===== config.mk =====
export PLATFORM = sky130hd
export DESIGN_NAME = branch_predictor
export DESIGN_NICKNAME = d
export VERILOG_FILES = /design/src/rtl/branch_predictor_pkg.sv /design/src/rtl/branch_predictor_btb.sv /design/src/rtl/branch_predictor.sv
export SDC_FILE = /design/constraint.sdc
export NUM_CORES = 2
export LEC_CHECK = 0
export CELL_PAD_IN_SITES_DETAIL_PLACEMENT = 0
export CELL_PAD_IN_SITES_GLOBAL_PLACEMENT = 2
export CORE_UTILIZATION = 52
export DETAILED_ROUTE_END_ITERATION = 12
export HOLD_SLACK_MARGIN = 0.06
export PLACE_DENSITY = 0.8
export REMOVE_ABC_BUFFERS = 1
export SYNTH_ARGS = -nofsm -noshare
export SYNTH_HDL_FRONTEND = slang
export SYNTH_HIERARCHICAL = 1
export SYNTH_SLANG_ARGS = --single-unit

===== constraint.sdc =====
create_clock -name clk -period 9.4 [get_ports clk]
set_input_delay 0.94 -clock clk [delete_from_list [all_inputs] [get_ports clk]]
set_output_delay 0.94 -clock clk [all_outputs]
set_load 0.01 [all_outputs]

===== src/rtl/branch_predictor_pkg.sv =====
// Shared types for the fetch-stage branch predictor: counter encoding, BTB entry, opcodes.
// Package bp_types; imported by btb and branch_predictor.
package bp_types;

    typedef enum logic [1:0] {
        STRONG_NT = 2'b00,
        WEAK_NT   = 2'b01,
        WEAK_T    = 2'b10,
        STRONG_T  = 2'b11
    } bp_cnt_t;

    localparam bp_cnt_t BP_CNT_RESET = WEAK_NT;

    localparam logic [6:0] OP_BR   = 7'b1100011;
    localparam logic [6:0] OP_JAL  = 7'b1101111;
    localparam logic [6:0] OP_JALR = 7'b1100111;

    // Tag is held in a full word-address-wide field; only the low 30-IDX bits are ever non-zero.
    typedef struct packed {
        logic        valid;
        logic [29:0] tag;
        logic [31:0] target;
        logic        is_jump;
    } btb_entry_t;

    function automatic bp_cnt_t sat_update(input bp_cnt_t cnt, input logic taken);
        bp_cnt_t nxt;
        nxt = cnt;
        case (cnt)
            STRONG_NT: nxt = taken ? WEAK_NT  : STRONG_NT;
            WEAK_NT:   nxt = taken ? WEAK_T   : STRONG_NT;
            WEAK_T:    nxt = taken ? STRONG_T : WEAK_NT;
            STRONG_T:  nxt = taken ? STRONG_T : WEAK_T;
            default:   nxt = BP_CNT_RESET;
        endcase
        return nxt;
    endfunction

endpackage


===== src/rtl/branch_predictor_btb.sv =====
// Direct-mapped branch target buffer: combinational read port, one synchronous write port.
// Only valid bits are reset; tag/target/is_jump are don't-care until written.
module btb
    import bp_types::*;
#(
    parameter int IDX_BITS = 5
) (
    input  logic        clk,
    input  logic        rst,
    input  logic [29:0] rd_word,
    output logic        rd_hit,
    output logic [31:0] rd_target,
    output logic        rd_is_jump,
    input  logic        wr_en,
    input  logic [29:0] wr_word,
    input  logic [31:0] wr_target,
    input  logic        wr_is_jump
);

    localparam int ENTRIES = 1 << IDX_BITS;

    btb_entry_t mem [ENTRIES];
    btb_entry_t rd_entry;

    assign rd_entry   = mem[rd_word[IDX_BITS-1:0]];
    assign rd_hit     = rd_entry.valid && (rd_entry.tag == 30'(rd_word[29:IDX_BITS]));
    assign rd_target  = rd_entry.target;
    assign rd_is_jump = rd_entry.is_jump;

    always_ff @(posedge clk) begin
        if (rst) begin
            for (int i = 0; i < ENTRIES; i++) begin
                mem[i].valid <= 1'b0;
            end
        end else if (wr_en) begin
            mem[wr_word[IDX_BITS-1:0]] <= '{valid:   1'b1,
                                           tag:     30'(wr_word[29:IDX_BITS]),
                                           target:  wr_target,
                                           is_jump: wr_is_jump};
        end
    end

endmodule


===== src/rtl/branch_predictor.sv =====
// Bimodal (or gshare with BP_GSHARE_EN) branch predictor with BTB and EX-stage resolution check.
// Define BP_GSHARE_EN to XOR a global history register into the counter index.
module branch_predictor
    import bp_types::*;
#(
    parameter int BHT_IDX_BITS = 6,
    parameter int BTB_IDX_BITS = 5,
    parameter int GHR_BITS     = 6
) (
    input  logic                clk,
    input  logic                rst,
    input  logic                predict_en,
    input  logic [31:0]         if_pc,
    output logic                pred_taken,
    output logic [31:0]         pred_target,
`ifdef BP_GSHARE_EN
    output logic [GHR_BITS-1:0] pred_ghr,
    input  logic [GHR_BITS-1:0] ex_ghr,
`endif
    input  logic                ex_valid,
    input  logic [6:0]          ex_opcode,
    input  logic [31:0]         ex_pc,
    input  logic                ex_br_en,
    input  logic [31:0]         ex_target,
    input  logic                ex_pred_taken,
    input  logic [31:0]         ex_pred_target,
    output logic                prediction_failed,
    output logic [31:0]         redirect_pc
);

    localparam int BHT_SIZE = 1 << BHT_IDX_BITS;

    bp_cnt_t                 cnt [BHT_SIZE];
    bp_cnt_t                 cnt_rd;
    logic [BHT_IDX_BITS-1:0] if_bht_idx;
    logic [BHT_IDX_BITS-1:0] ex_bht_idx;
    logic                    btb_hit;
    logic [31:0]             btb_target;
    logic                    btb_is_jump;
    logic                    is_br;
    logic                    is_jal;
    logic                    is_jalr;
    logic                    actual;
    logic                    upd;

`ifdef BP_GSHARE_EN
    logic [GHR_BITS-1:0] ghr;

    assign pred_ghr   = ghr;
    assign if_bht_idx = if_pc[BHT_IDX_BITS+1:2] ^ BHT_IDX_BITS'(ghr);
    assign ex_bht_idx = ex_pc[BHT_IDX_BITS+1:2] ^ BHT_IDX_BITS'(ex_ghr);

    // History advances only on resolved branches, never speculatively at fetch.
    always_ff @(posedge clk) begin
        if (rst) begin
            ghr <= '0;
        end else if (upd && is_br) begin
            ghr <= GHR_BITS'({ghr, actual});
        end
    end
`else
    assign if_bht_idx = if_pc[BHT_IDX_BITS+1:2];
    assign ex_bht_idx = ex_pc[BHT_IDX_BITS+1:2];
`endif

    // IF prediction: reads pre-update state, so a same-cycle EX write is not bypassed.
    assign cnt_rd      = cnt[if_bht_idx];
    assign pred_taken  = ~rst & btb_hit & (btb_is_jump | cnt_rd[1]);
    assign pred_target = pred_taken ? btb_target : if_pc + 32'd4;

    assign is_br   = (ex_opcode == OP_BR);
    assign is_jal  = (ex_opcode == OP_JAL);
    assign is_jalr = (ex_opcode == OP_JALR);
    assign actual  = is_jal | is_jalr | (is_br & ex_br_en);
    assign upd     = ex_valid & predict_en & ~rst & (is_br | is_jal | is_jalr);

    assign prediction_failed = ex_valid & ~rst &
                               ((actual != ex_pred_taken) |
                                (actual & (ex_pred_target != ex_target)));
    assign redirect_pc       = actual ? ex_target : ex_pc + 32'd4;

    always_ff @(posedge clk) begin
        if (rst) begin
            for (int i = 0; i < BHT_SIZE; i++) begin
                cnt[i] <= BP_CNT_RESET;
            end
        end else if (upd && is_br) begin
            cnt[ex_bht_idx] <= sat_update(cnt[ex_bht_idx], actual);
        end
    end

    btb #(
        .IDX_BITS(BTB_IDX_BITS)
    ) u_btb (
        .clk        (clk),
        .rst        (rst),
        .rd_word    (if_pc[31:2]),
        .rd_hit     (btb_hit),
        .rd_target  (btb_target),
        .rd_is_jump (btb_is_jump),
        .wr_en      (upd & actual),
        .wr_word    (ex_pc[31:2]),
        .wr_target  (ex_target),
        .wr_is_jump (~is_br)
    );

endmodule


==> impl_metrics.ini <==
[yosys]
synth_top_family_by_area = multiplexers
avgSynthCellArea_um2 = 19.89
synth_fa_ha_area_frac = 0.0005684
synth_edf_count = 1984
synth-simple-area-share = 0.03774
async_flop_share = 0
synthXorXnorAreaFrac = 0.01172
muxShareOfSynthArea = 0.1658
synth_compound_area_frac = 0.02670
yosys_warnings = 6
synthFlopType = edfxtp_1
yosysSeqAreaShare = 0.7393
synthCells = 4096
ys_seq_elements = 2016
synth_area_mm2 = 0.08145
synth_cell_types = 72

[sta]
fin_crit_ps = 7509
grt_setup_unrepaired = false
worst_pin_slew_ps = 1343
fin_setup_tns_ps = 0
timing.hold.ws_ps = 460.0
fin_ws_ps = 1891
slew_headroom = 0.1021
finalSetupViolCount = 0
skew_ps = 24.60
hold_viol = 0
period_share = 0.7988
maxSlewViolCount = 0
fmax_mhz = 133.2

[placement]
io_buffers = 206
post-place-ws_ps = 2051
dp.cells = 6258
gp_congestion = 0.8348
hpwl_um = 131600

[pwr]
p_total_mw = 18.66
p_leak_nw = 29.05
powerDensity_mw_per_mm2 = 201.0
peakVddDrop_v = 0.0001790

[floorplan]
rows = 144
die_h_um = 397.8
core_mm2 = 0.1548
initial_core_util = 0.5263
dieArea_mm2 = 0.1582
io_pins = 207
die_w_um = 397.8

[cts]
cts_tree = built
clkLatencyLatePin_ps = 830
clkSinkCount = 2016
cts_resized = 0
post_cts_buffers = 0
max-clock-path-buffers = 3
cts_root_buffer = clkbuf_16
cts_hold_buf = 0
cts.reportedPaths.clkPinSlew_ps = 60
cts_made_buffers = 201
h-tree-depth = 4

[drt]
wirelength_um = 236600
drt_iter0_markers = 6070
drt_pass1_iterations = 5
vias_per_cell = 6.639
ant_nets = 0
avgRoutedWirePerCell_um = 35.63
drc = 0
vias = 44080

[worst_setup_path]
cp-startpoint = if_pc[6]
critPathLaunchType = input port
crit_required_ps = 8460
cp.arrival_ps = 6570
critPathMaxFanout = 60
cp-end-kind = primary output
critical_path_class = in -> out
r2r_start = cnt[5][0]

[grt]
grt.overflow.total = 0
grt_pass1_wl_um = 330300
antenna_found_initial = 15
grt_max_degree = 127
first_global_vias = 42730
grt.total_usage = 0.3023

[worst_hold_path]
worstHoldStart = u_btb/mem[26][58]
hp-class = reg -> reg

[cells_and_area]
drive_above_1_share = 0.2259
area_growth_pct = 14.00
nets = 4560
final_cell_count_no_fill = 6640

[run_status]
status = finished, final reports clean

[run]
cap_violations = 0
==> synth_stat cells (all sizes together), types with 48 or more instances <==
| master | number | area (µm²) |
|---|---|---|
| nand2 | 192 | 720.7 |
| clkbuf | 120 | 450.4 |
| a21oi | 48 | 240.2 |
| mux4 | 521 | 11750 |
| xnor2 | 75 | 656.9 |
| buf | 138 | 857.1 |
| mux2i | 123 | 1231 |
| o21ai | 93 | 465.4 |
| nor2 | 109 | 409.1 |
| nor3 | 76 | 380.4 |
| o22ai | 60 | 375.4 |
| edfxtp | 1984 | 59580 |
| nand3 | 112 | 560.5 |
==> worst max-delay path, cell delays in order <==
cell and delay (ps):
buf_6 470, buf_4 890, nor2_1 170, a221oi_1 420, a32oi_1 100, o31ai_1 490
xor2_1 160, a2111oi_0 410, nand4_1 160, nor4_2 660, o311ai_4 190, buf_4 410
mux2_1 450, clkdlybuf4s50_1 480
==> per-stage QoR <==
stage,area (µm²),util
global placement,86550,0.5592
floorplan,80140,-
global route,92840,0.5999
CTS,92820,0.5997
finish,92850,0.6000
detailed placement,86550,0.5592
==> layout by cell type (no fill, tap or decap), drive strengths merged, types with 76 or more instances in the layout <==
cell,n
buf,179
clkbuf,264
clkdlybuf4s50,197
clkinv,87
edfxtp,1984
mux2i,123
mux4,521
nand2,192
nand3,112
nor2,109
nor3,76
o21ai,93
==> worst paths after layout <==
kind         slack [ps]                end  depth (start not counted)
max                1890    pred_target[21]                         14
min                 460  u_btb/mem[26][58]                          2
max reg2reg        5740         cnt[22][1]                          8
min reg2reg         460  u_btb/mem[26][58]                          2
==> per-layer routing <==
metal,share of wire,up-vias,track usage
met5,0.00014,-,0
met4,0.022,6,0.07253
met3,0.11,322,0.05793
met2,0.46,2659,0.4605
met1,0.41,23490,0.4549
li1,-,17600,-
==> report_power, final <==
part,internal [mW],switching [mW],total (mW)
sequential,9.87,0.00657,9.88
combinational,0.433,0.678,1.11
clock,4.27,3.41,7.67
==> flip-flops by register name (all words and copies together) (netlist names) <==
signal     count
u_btb/mem   1888
cnt          128
==> area by class of cell <==
class,count,area [µm²]
multi-input cells,1776,20050
diodes,14,35.03
inverters,46,178.9
well taps,2044,2557
flip-flops and latches,2016,60220
fillers,11120,61910
clock inverters,104,928.4
repair buffers,376,3545
clock buffers,264,5343
==> cell families (layout without fill, tap and decap cells) <==
logic type	after synthesis	in the layout
buffers and inverters	304	790
adder cells (fa/ha/maj)	4	4
AND/OR/NAND/NOR	638	638
multiplexers	690	690
XOR/XNOR	109	109
other	0	14
AO/OA/AOI/OAI	335	335
flip-flops	2016	2016
Power figures use the tool's default switching activity.
